===== src/rtl/ballot_pkg.sv =====
// Shared types for the ballot entry front end: FSM states, candidate count and
// the one-hot selection test.
package ballot_pkg;

    localparam int N_CAND = 4;

    typedef enum logic [2:0] {
        IDLE,
        ARMED,
        SELECTED,
        CAST,
        LOCKED
    } state_t;

    // True only when exactly one candidate button is held.
    function automatic logic is_onehot4(input logic [N_CAND-1:0] v);
        logic [N_CAND-1:0] low;
        low = v - N_CAND'(1);
        return (v != '0) && ((v & low) == '0);
    endfunction

endpackage


===== src/rtl/input_debouncer.sv =====
// Two-flop synchroniser followed by a stability counter; the debounced level only
// flips after DB_CYCLES consecutive synchronised samples disagree with it.
module input_debouncer #(
    parameter int DB_CYCLES = 16
) (
    input  logic clk,
    input  logic rst,
    input  logic raw,
    output logic level,
    output logic changed
);

    localparam int CW = $clog2(DB_CYCLES + 1);

    logic          sync_a;
    logic          sync_b;
    logic [CW-1:0] cnt;

    // Any sample that agrees with the current level restarts the run, so a
    // glitch shorter than DB_CYCLES can never reach the output.
    always_ff @(posedge clk) begin
        if (rst) begin
            sync_a  <= 1'b0;
            sync_b  <= 1'b0;
            cnt     <= '0;
            level   <= 1'b0;
            changed <= 1'b0;
        end else begin
            sync_a  <= raw;
            sync_b  <= sync_a;
            changed <= 1'b0;
            if (sync_b == level) begin
                cnt <= '0;
            end else if (cnt == CW'(DB_CYCLES - 1)) begin
                level   <= sync_b;
                changed <= 1'b1;
                cnt     <= '0;
            end else begin
                cnt <= cnt + CW'(1);
            end
        end
    end

endmodule


===== src/rtl/ballot_entry_ctrl.sv =====
// Booth-side ballot entry: debounces officer arm, candidate and cast buttons and
// presents a stable one-hot selection with a fixed-length confirm to the counter.
module ballot_entry_ctrl
    import ballot_pkg::*;
#(
    parameter int DB_CYCLES   = 16,
    parameter int CONF_HOLD   = 4,
    parameter int TIMEOUT_CYC = 4096
) (
    input  logic              clk,
    input  logic              rst,
    input  logic              arm_i,
    input  logic [N_CAND-1:0] btn_i,
    input  logic              cast_i,
    output logic [N_CAND-1:0] voter_o,
    output logic              confirm_o,
    output logic              ready_o,
    output logic              cast_done_o,
    output logic              reject_o,
    output logic              timeout_o
);

    localparam int TW = $clog2(TIMEOUT_CYC + 1);
    localparam int HW = $clog2(CONF_HOLD + 1);

    logic              arm_r;
    logic              arm_chg;
    logic              cast_r;
    logic              cast_chg;
    logic [N_CAND-1:0] btn_r;
    logic [N_CAND-1:0] btn_chg;

    input_debouncer #(.DB_CYCLES(DB_CYCLES)) u_db_arm (
        .clk     (clk),
        .rst     (rst),
        .raw     (arm_i),
        .level   (arm_r),
        .changed (arm_chg)
    );

    input_debouncer #(.DB_CYCLES(DB_CYCLES)) u_db_cast (
        .clk     (clk),
        .rst     (rst),
        .raw     (cast_i),
        .level   (cast_r),
        .changed (cast_chg)
    );

    for (genvar k = 0; k < N_CAND; k++) begin : g_btn
        input_debouncer #(.DB_CYCLES(DB_CYCLES)) u_db_btn (
            .clk     (clk),
            .rst     (rst),
            .raw     (btn_i[k]),
            .level   (btn_r[k]),
            .changed (btn_chg[k])
        );
    end

    logic              arm_rise;
    logic              arm_fall;
    logic              cast_rise;
    logic [N_CAND-1:0] btn_rise;

    assign arm_rise  = arm_chg & arm_r;
    assign arm_fall  = arm_chg & ~arm_r;
    assign cast_rise = cast_chg & cast_r;
    assign btn_rise  = btn_chg & btn_r;

    state_t            state;
    state_t            state_nxt;
    logic [N_CAND-1:0] voter_nxt;
    logic [TW-1:0]     tmr;
    logic [TW-1:0]     tmr_nxt;
    logic [HW-1:0]     hold;
    logic [HW-1:0]     hold_nxt;
    logic              reject_nxt;
    logic              timeout_nxt;
    logic              done_nxt;

    always_ff @(posedge clk) begin
        if (rst) begin
            state       <= IDLE;
            voter_o     <= '0;
            confirm_o   <= 1'b0;
            ready_o     <= 1'b0;
            cast_done_o <= 1'b0;
            reject_o    <= 1'b0;
            timeout_o   <= 1'b0;
            tmr         <= '0;
            hold        <= '0;
        end else begin
            state       <= state_nxt;
            voter_o     <= voter_nxt;
            confirm_o   <= (state_nxt == CAST);
            ready_o     <= (state_nxt == ARMED) || (state_nxt == SELECTED);
            cast_done_o <= done_nxt;
            reject_o    <= reject_nxt;
            timeout_o   <= timeout_nxt;
            tmr         <= tmr_nxt;
            hold        <= hold_nxt;
        end
    end

    // Precedence in an open ballot: arm drop, then cast (which freezes the old
    // selection even if a button edge lands on the same cycle), then timeout.
    always_comb begin
        state_nxt   = state;
        voter_nxt   = voter_o;
        tmr_nxt     = '0;
        hold_nxt    = '0;
        reject_nxt  = 1'b0;
        timeout_nxt = 1'b0;
        done_nxt    = 1'b0;

        case (state)
            IDLE: begin
                if (arm_rise) begin
                    state_nxt = ARMED;
                end
            end

            ARMED, SELECTED: begin
                if (arm_fall) begin
                    state_nxt = IDLE;
                    voter_nxt = '0;
                end else if ((state == SELECTED) && cast_rise) begin
                    state_nxt = CAST;
                end else if ((tmr == TW'(TIMEOUT_CYC - 1)) && (btn_chg == '0)) begin
                    state_nxt   = LOCKED;
                    voter_nxt   = '0;
                    timeout_nxt = 1'b1;
                end else begin
                    if (btn_rise != '0) begin
                        if (is_onehot4(btn_r)) begin
                            voter_nxt = btn_r;
                            state_nxt = SELECTED;
                        end else begin
                            reject_nxt = 1'b1;
                        end
                    end
                    if ((state == ARMED) && cast_rise) begin
                        reject_nxt = 1'b1;
                    end
                    if ((state_nxt == state) && (btn_chg == '0)) begin
                        tmr_nxt = tmr + TW'(1);
                    end
                end
            end

            CAST: begin
                if (hold == HW'(CONF_HOLD - 1)) begin
                    state_nxt = LOCKED;
                    voter_nxt = '0;
                    done_nxt  = 1'b1;
                end else begin
                    hold_nxt = hold + HW'(1);
                end
            end

            LOCKED: begin
                voter_nxt = '0;
                if (!arm_r && !cast_r) begin
                    state_nxt = IDLE;
                end
            end

            default: begin
                state_nxt = IDLE;
                voter_nxt = '0;
            end
        endcase
    end

endmodule


===== config.mk =====
export PLATFORM = sky130hd
export DESIGN_NAME = ballot_entry_ctrl
export DESIGN_NICKNAME = d
export VERILOG_FILES = /design/src/rtl/ballot_pkg.sv /design/src/rtl/input_debouncer.sv /design/src/rtl/ballot_entry_ctrl.sv
export SDC_FILE = /design/constraint.sdc
export NUM_CORES = 1
export LEC_CHECK = 0
export ABC_AREA = 1
export BUFFER_PORTS_ARGS = -buffer_cell sky130_fd_sc_hd__buf_4
export CELL_PAD_IN_SITES_DETAIL_PLACEMENT = 1
export CELL_PAD_IN_SITES_GLOBAL_PLACEMENT = 2
export CORE_MARGIN = 2
export CORE_UTILIZATION = 39
export DETAILED_ROUTE_END_ITERATION = 10
export PLACE_DENSITY = 0.86
export SLEW_MARGIN = 30
export SYNTH_ARGS = -nofsm -noshare
export SYNTH_HDL_FRONTEND = slang
export SYNTH_SLANG_ARGS = --single-unit

===== constraint.sdc =====
create_clock -name clk -period 2.9 [get_ports clk]
set_input_delay 0.435 -clock clk [delete_from_list [all_inputs] [get_ports clk]]
set_output_delay 0.435 -clock clk [all_outputs]
set_load 0.01 [all_outputs]

==> impl_metrics.env <==
export IMPL_status="completed"
export IMPL_n_fill_cell=1027
export IMPL_dpl_cell_count=528
export IMPL_cts_hold_buf=0
export IMPL_finalCritPeriodShare_pct=58.0
export IMPL_hold_ws_ps=285
export IMPL_hold_viol_final=0
export IMPL_path_common_cell="nor2_4"
export IMPL_cts_root_buffer="clkbuf_8"
export IMPL_rsz0062_at_grt="false"
export IMPL_yosysWarnings=0
export IMPL_setup_violations=0
export IMPL_grt_pass1_vias=2485
export IMPL_initial_core_util_pct=40.7
export IMPL_dp_hpwl_mm=4.65
export IMPL_skew_ps=11.6
export IMPL_r2r_cells=10
export IMPL_clock_latency_ps=350
export IMPL_vias_per_cell=4.62
export IMPL_diodes=0
export IMPL_maxSlewViolCount=0
export IMPL_cp_depth=10
export IMPL_p_leak_nw=1.47
export IMPL_cts_sinks=82
export IMPL_slowest_stage="dfxtp_1"
export IMPL_place_ws_ps=1090
export IMPL_io_buffers=16
export IMPL_grt_max_degree=26
export IMPL_die_area_mm2=0.00942
export IMPL_path_delay_family="simple AND/OR/NAND/NOR gates"
export IMPL_cts_resized_gates=0
export IMPL_crit_fanout=5
export IMPL_endpoint_kind="flop"
export IMPL_fmax_mhz=595
export IMPL_synthTopCellsByArea="dfxtp_1, nor2_1, inv_1, ha_1, nand2_1"
export IMPL_design_area_mm2=0.00378
export IMPL_vdd_drop_max_v=0.000260
export IMPL_synth_top_area_share_pct=48.6
export IMPL_tns_ps=0
export IMPL_stdcell_count=543
export IMPL_grt_use_total_pct=14.0
export IMPL_wire_per_inst_um=11.2
export IMPL_num_rows=33
export IMPL_fin_ws_ps=1220
export IMPL_timing_critical_path_buf_inv=0
export IMPL_cts_tree="done"
export IMPL_core_area_mm2=0.00830
export IMPL_fin_util_pct=45.6
export IMPL_multi_input_area_mm2=0.00147
export IMPL_power_switching_mw=0.429
export IMPL_final_antenna_net_count=0
export IMPL_netlist_area_mm2=0.00338
export IMPL_cp_slowest_stage_delay_ps=370
export IMPL_seq_area_frac_synth_pct=48.6
export IMPL_wl_mm=6.09
export IMPL_clk_pin_slew_ps=90
export IMPL_register_area_mm2=0.00164
export IMPL_drcViolationCount=0
export IMPL_relSlewSlack_pct=73.6
export IMPL_internal_power_mw=1.54
export IMPL_cp_arrival_ps=1920
export IMPL_holdCritPathClass="input port to flop"
export IMPL_layout_drive_gt1_share_pct=15.8
export IMPL_synth_area_leader_cell="dfxtp_1"
export IMPL_ys_ff_latch=82
export IMPL_syn_inst=412
export IMPL_gp_congestion=0.773
export IMPL_post_cts_setup_buffer_count=0
export IMPL_crit_chain="ha_1 -> nand2_1 -> nor2_4 -> nand2_4 -> nor2_4 -> nand3_4 -> nand3_2 -> nand2_2 -> o21ai_1 -> nor2_1"
export IMPL_p_seq_share_pct=57.9
export IMPL_synth_nets=435
export IMPL_final_common_cell="nor2_1"
export IMPL_powerDensity_mw_per_mm2=521
export IMPL_die_w_um=97.0
export IMPL_place_area_mm2=0.00360
export IMPL_cp_data_required_time_ps=3140
export IMPL_grt_first_pass_wirelength_mm=10.9
export IMPL_io_pins=17
export IMPL_htreeDepth=3
export IMPL_final_nets=457
export IMPL_max_cap_viol_count=0
export IMPL_cp_start_kind="flop"
export IMPL_worst_pin_slew_ps=395
export IMPL_finalPower_mw=1.97
export IMPL_drt_iter0_drc=44
export IMPL_synth_avg_cell_area_um2=8.19
export IMPL_overflow=0
export IMPL_grt_antenna_before_repair=0
export IMPL_firstDrtPassIters=4
export IMPL_path_class="flop to flop"
export IMPL_area_delta_synth_final_pct=12.1
export IMPL_ctsLongestPathBuffers=2
export IMPL_p_clk_share_pct=40.4
export IMPL_yosysUniqueCellTypes=37
export IMPL_die_y_um=97.0
export IMPL_period_minus_slack_ps=1680
export IMPL_min_path_cells=3
export IMPL_num_vias=2506
export IMPL_p_comb_share_pct=1.7
export IMPL_cts_made_buffers=9
export IMPL_final_cell_mix="nor2_1, dfxtp_1, inv_1, nand2_1, nand3_1"
export IMPL_switching_share_pct=21.8
-- path summary, 6_finish.rpt --
check / from / to / slack (ps)
worst min-delay path: btn_i[3] / g_btn[3].u_db_btn.sync_a$_SDFF_PP0_ / 290
worst max register to register: tmr[0]$_SDFF_PP0_ / voter_o[0]$_SDFFE_PP0P_ / 1220
worst max-delay path: tmr[0]$_SDFF_PP0_ / voter_o[0]$_SDFFE_PP0P_ / 1220
worst min register to register: g_btn[2].u_db_btn.sync_a$_SDFF_PP0_ / g_btn[2].u_db_btn.sync_b$_SDFF_PP0_ / 410
-- worst min-delay path, stage by stage --
cell    delay (ps)
buf_4           80
inv_1           30
nor2_1          60
-- area by class of cell --
class | instances | area share (%)
timing repair buffer | 16 | 3.17
inverter | 64 | 6.35
multi-input combinational | 261 | 38.8
clock buffer | 10 | 3.37
clock inverter | 5 | 1.49
tap | 105 | 3.47
sequential | 82 | 43.4
-- layer usage --
layer | GRT usage [%] | wire length (µm)
met1 | 17.3 | 3010
met3 | 3.61 | 152
met5 | 0 | 0
met4 | 6.07 | 125
met2 | 23.0 | 2800
-- cells in the mapped netlist, drive strengths merged --
master   number
ha           15
a211oi        1
nand3        23
nor3          7
clkinv        1
nand2        58
clkbuf        2
buf           3
xnor2         1
o2111ai       1
inv          63
nor2        101
xor2         10
a31oi         2
a21oi        14
o21ai        12
and3          7
dfxtp        82
nor3b         8
nor4          1
-- state kept, by name (all words and copies together) (netlist names), 3 cells and up --
signal	cells
g_btn.u_db_btn.changed	4
g_btn.u_db_btn.cnt	20
g_btn.u_db_btn.level	4
g_btn.u_db_btn.sync_a	4
g_btn.u_db_btn.sync_b	4
hold	3
state	3
tmr	13
u_db_arm.cnt	5
u_db_cast.cnt	5
voter_o	4
-- power groups by stage --
stage,combinational [mW],clock [mW],sequential [mW]
after floorplan,0.0225,0,1.17
after global placement,0.0337,0,1.17
after detailed placement,0.0353,0,1.17
after CTS,0.0355,0.820,1.14
after global routing,0.0408,0.863,1.14
final,0.0342,0.795,1.14
-- logic make-up (layout without fill, tap and decap cells) --
family	after synthesis	after routing	synth area share, %
AND/OR/NAND/NOR	205	205	29.5
flip-flops	82	82	48.6
buffers and inverters	69	95	7.93
AO/OA/AOI/OAI	30	30	5.49
adder cells (fa/ha/maj)	15	15	5.56
XOR/XNOR	11	11	2.85
No activity file was read; power rests on OpenSTA's default activity.
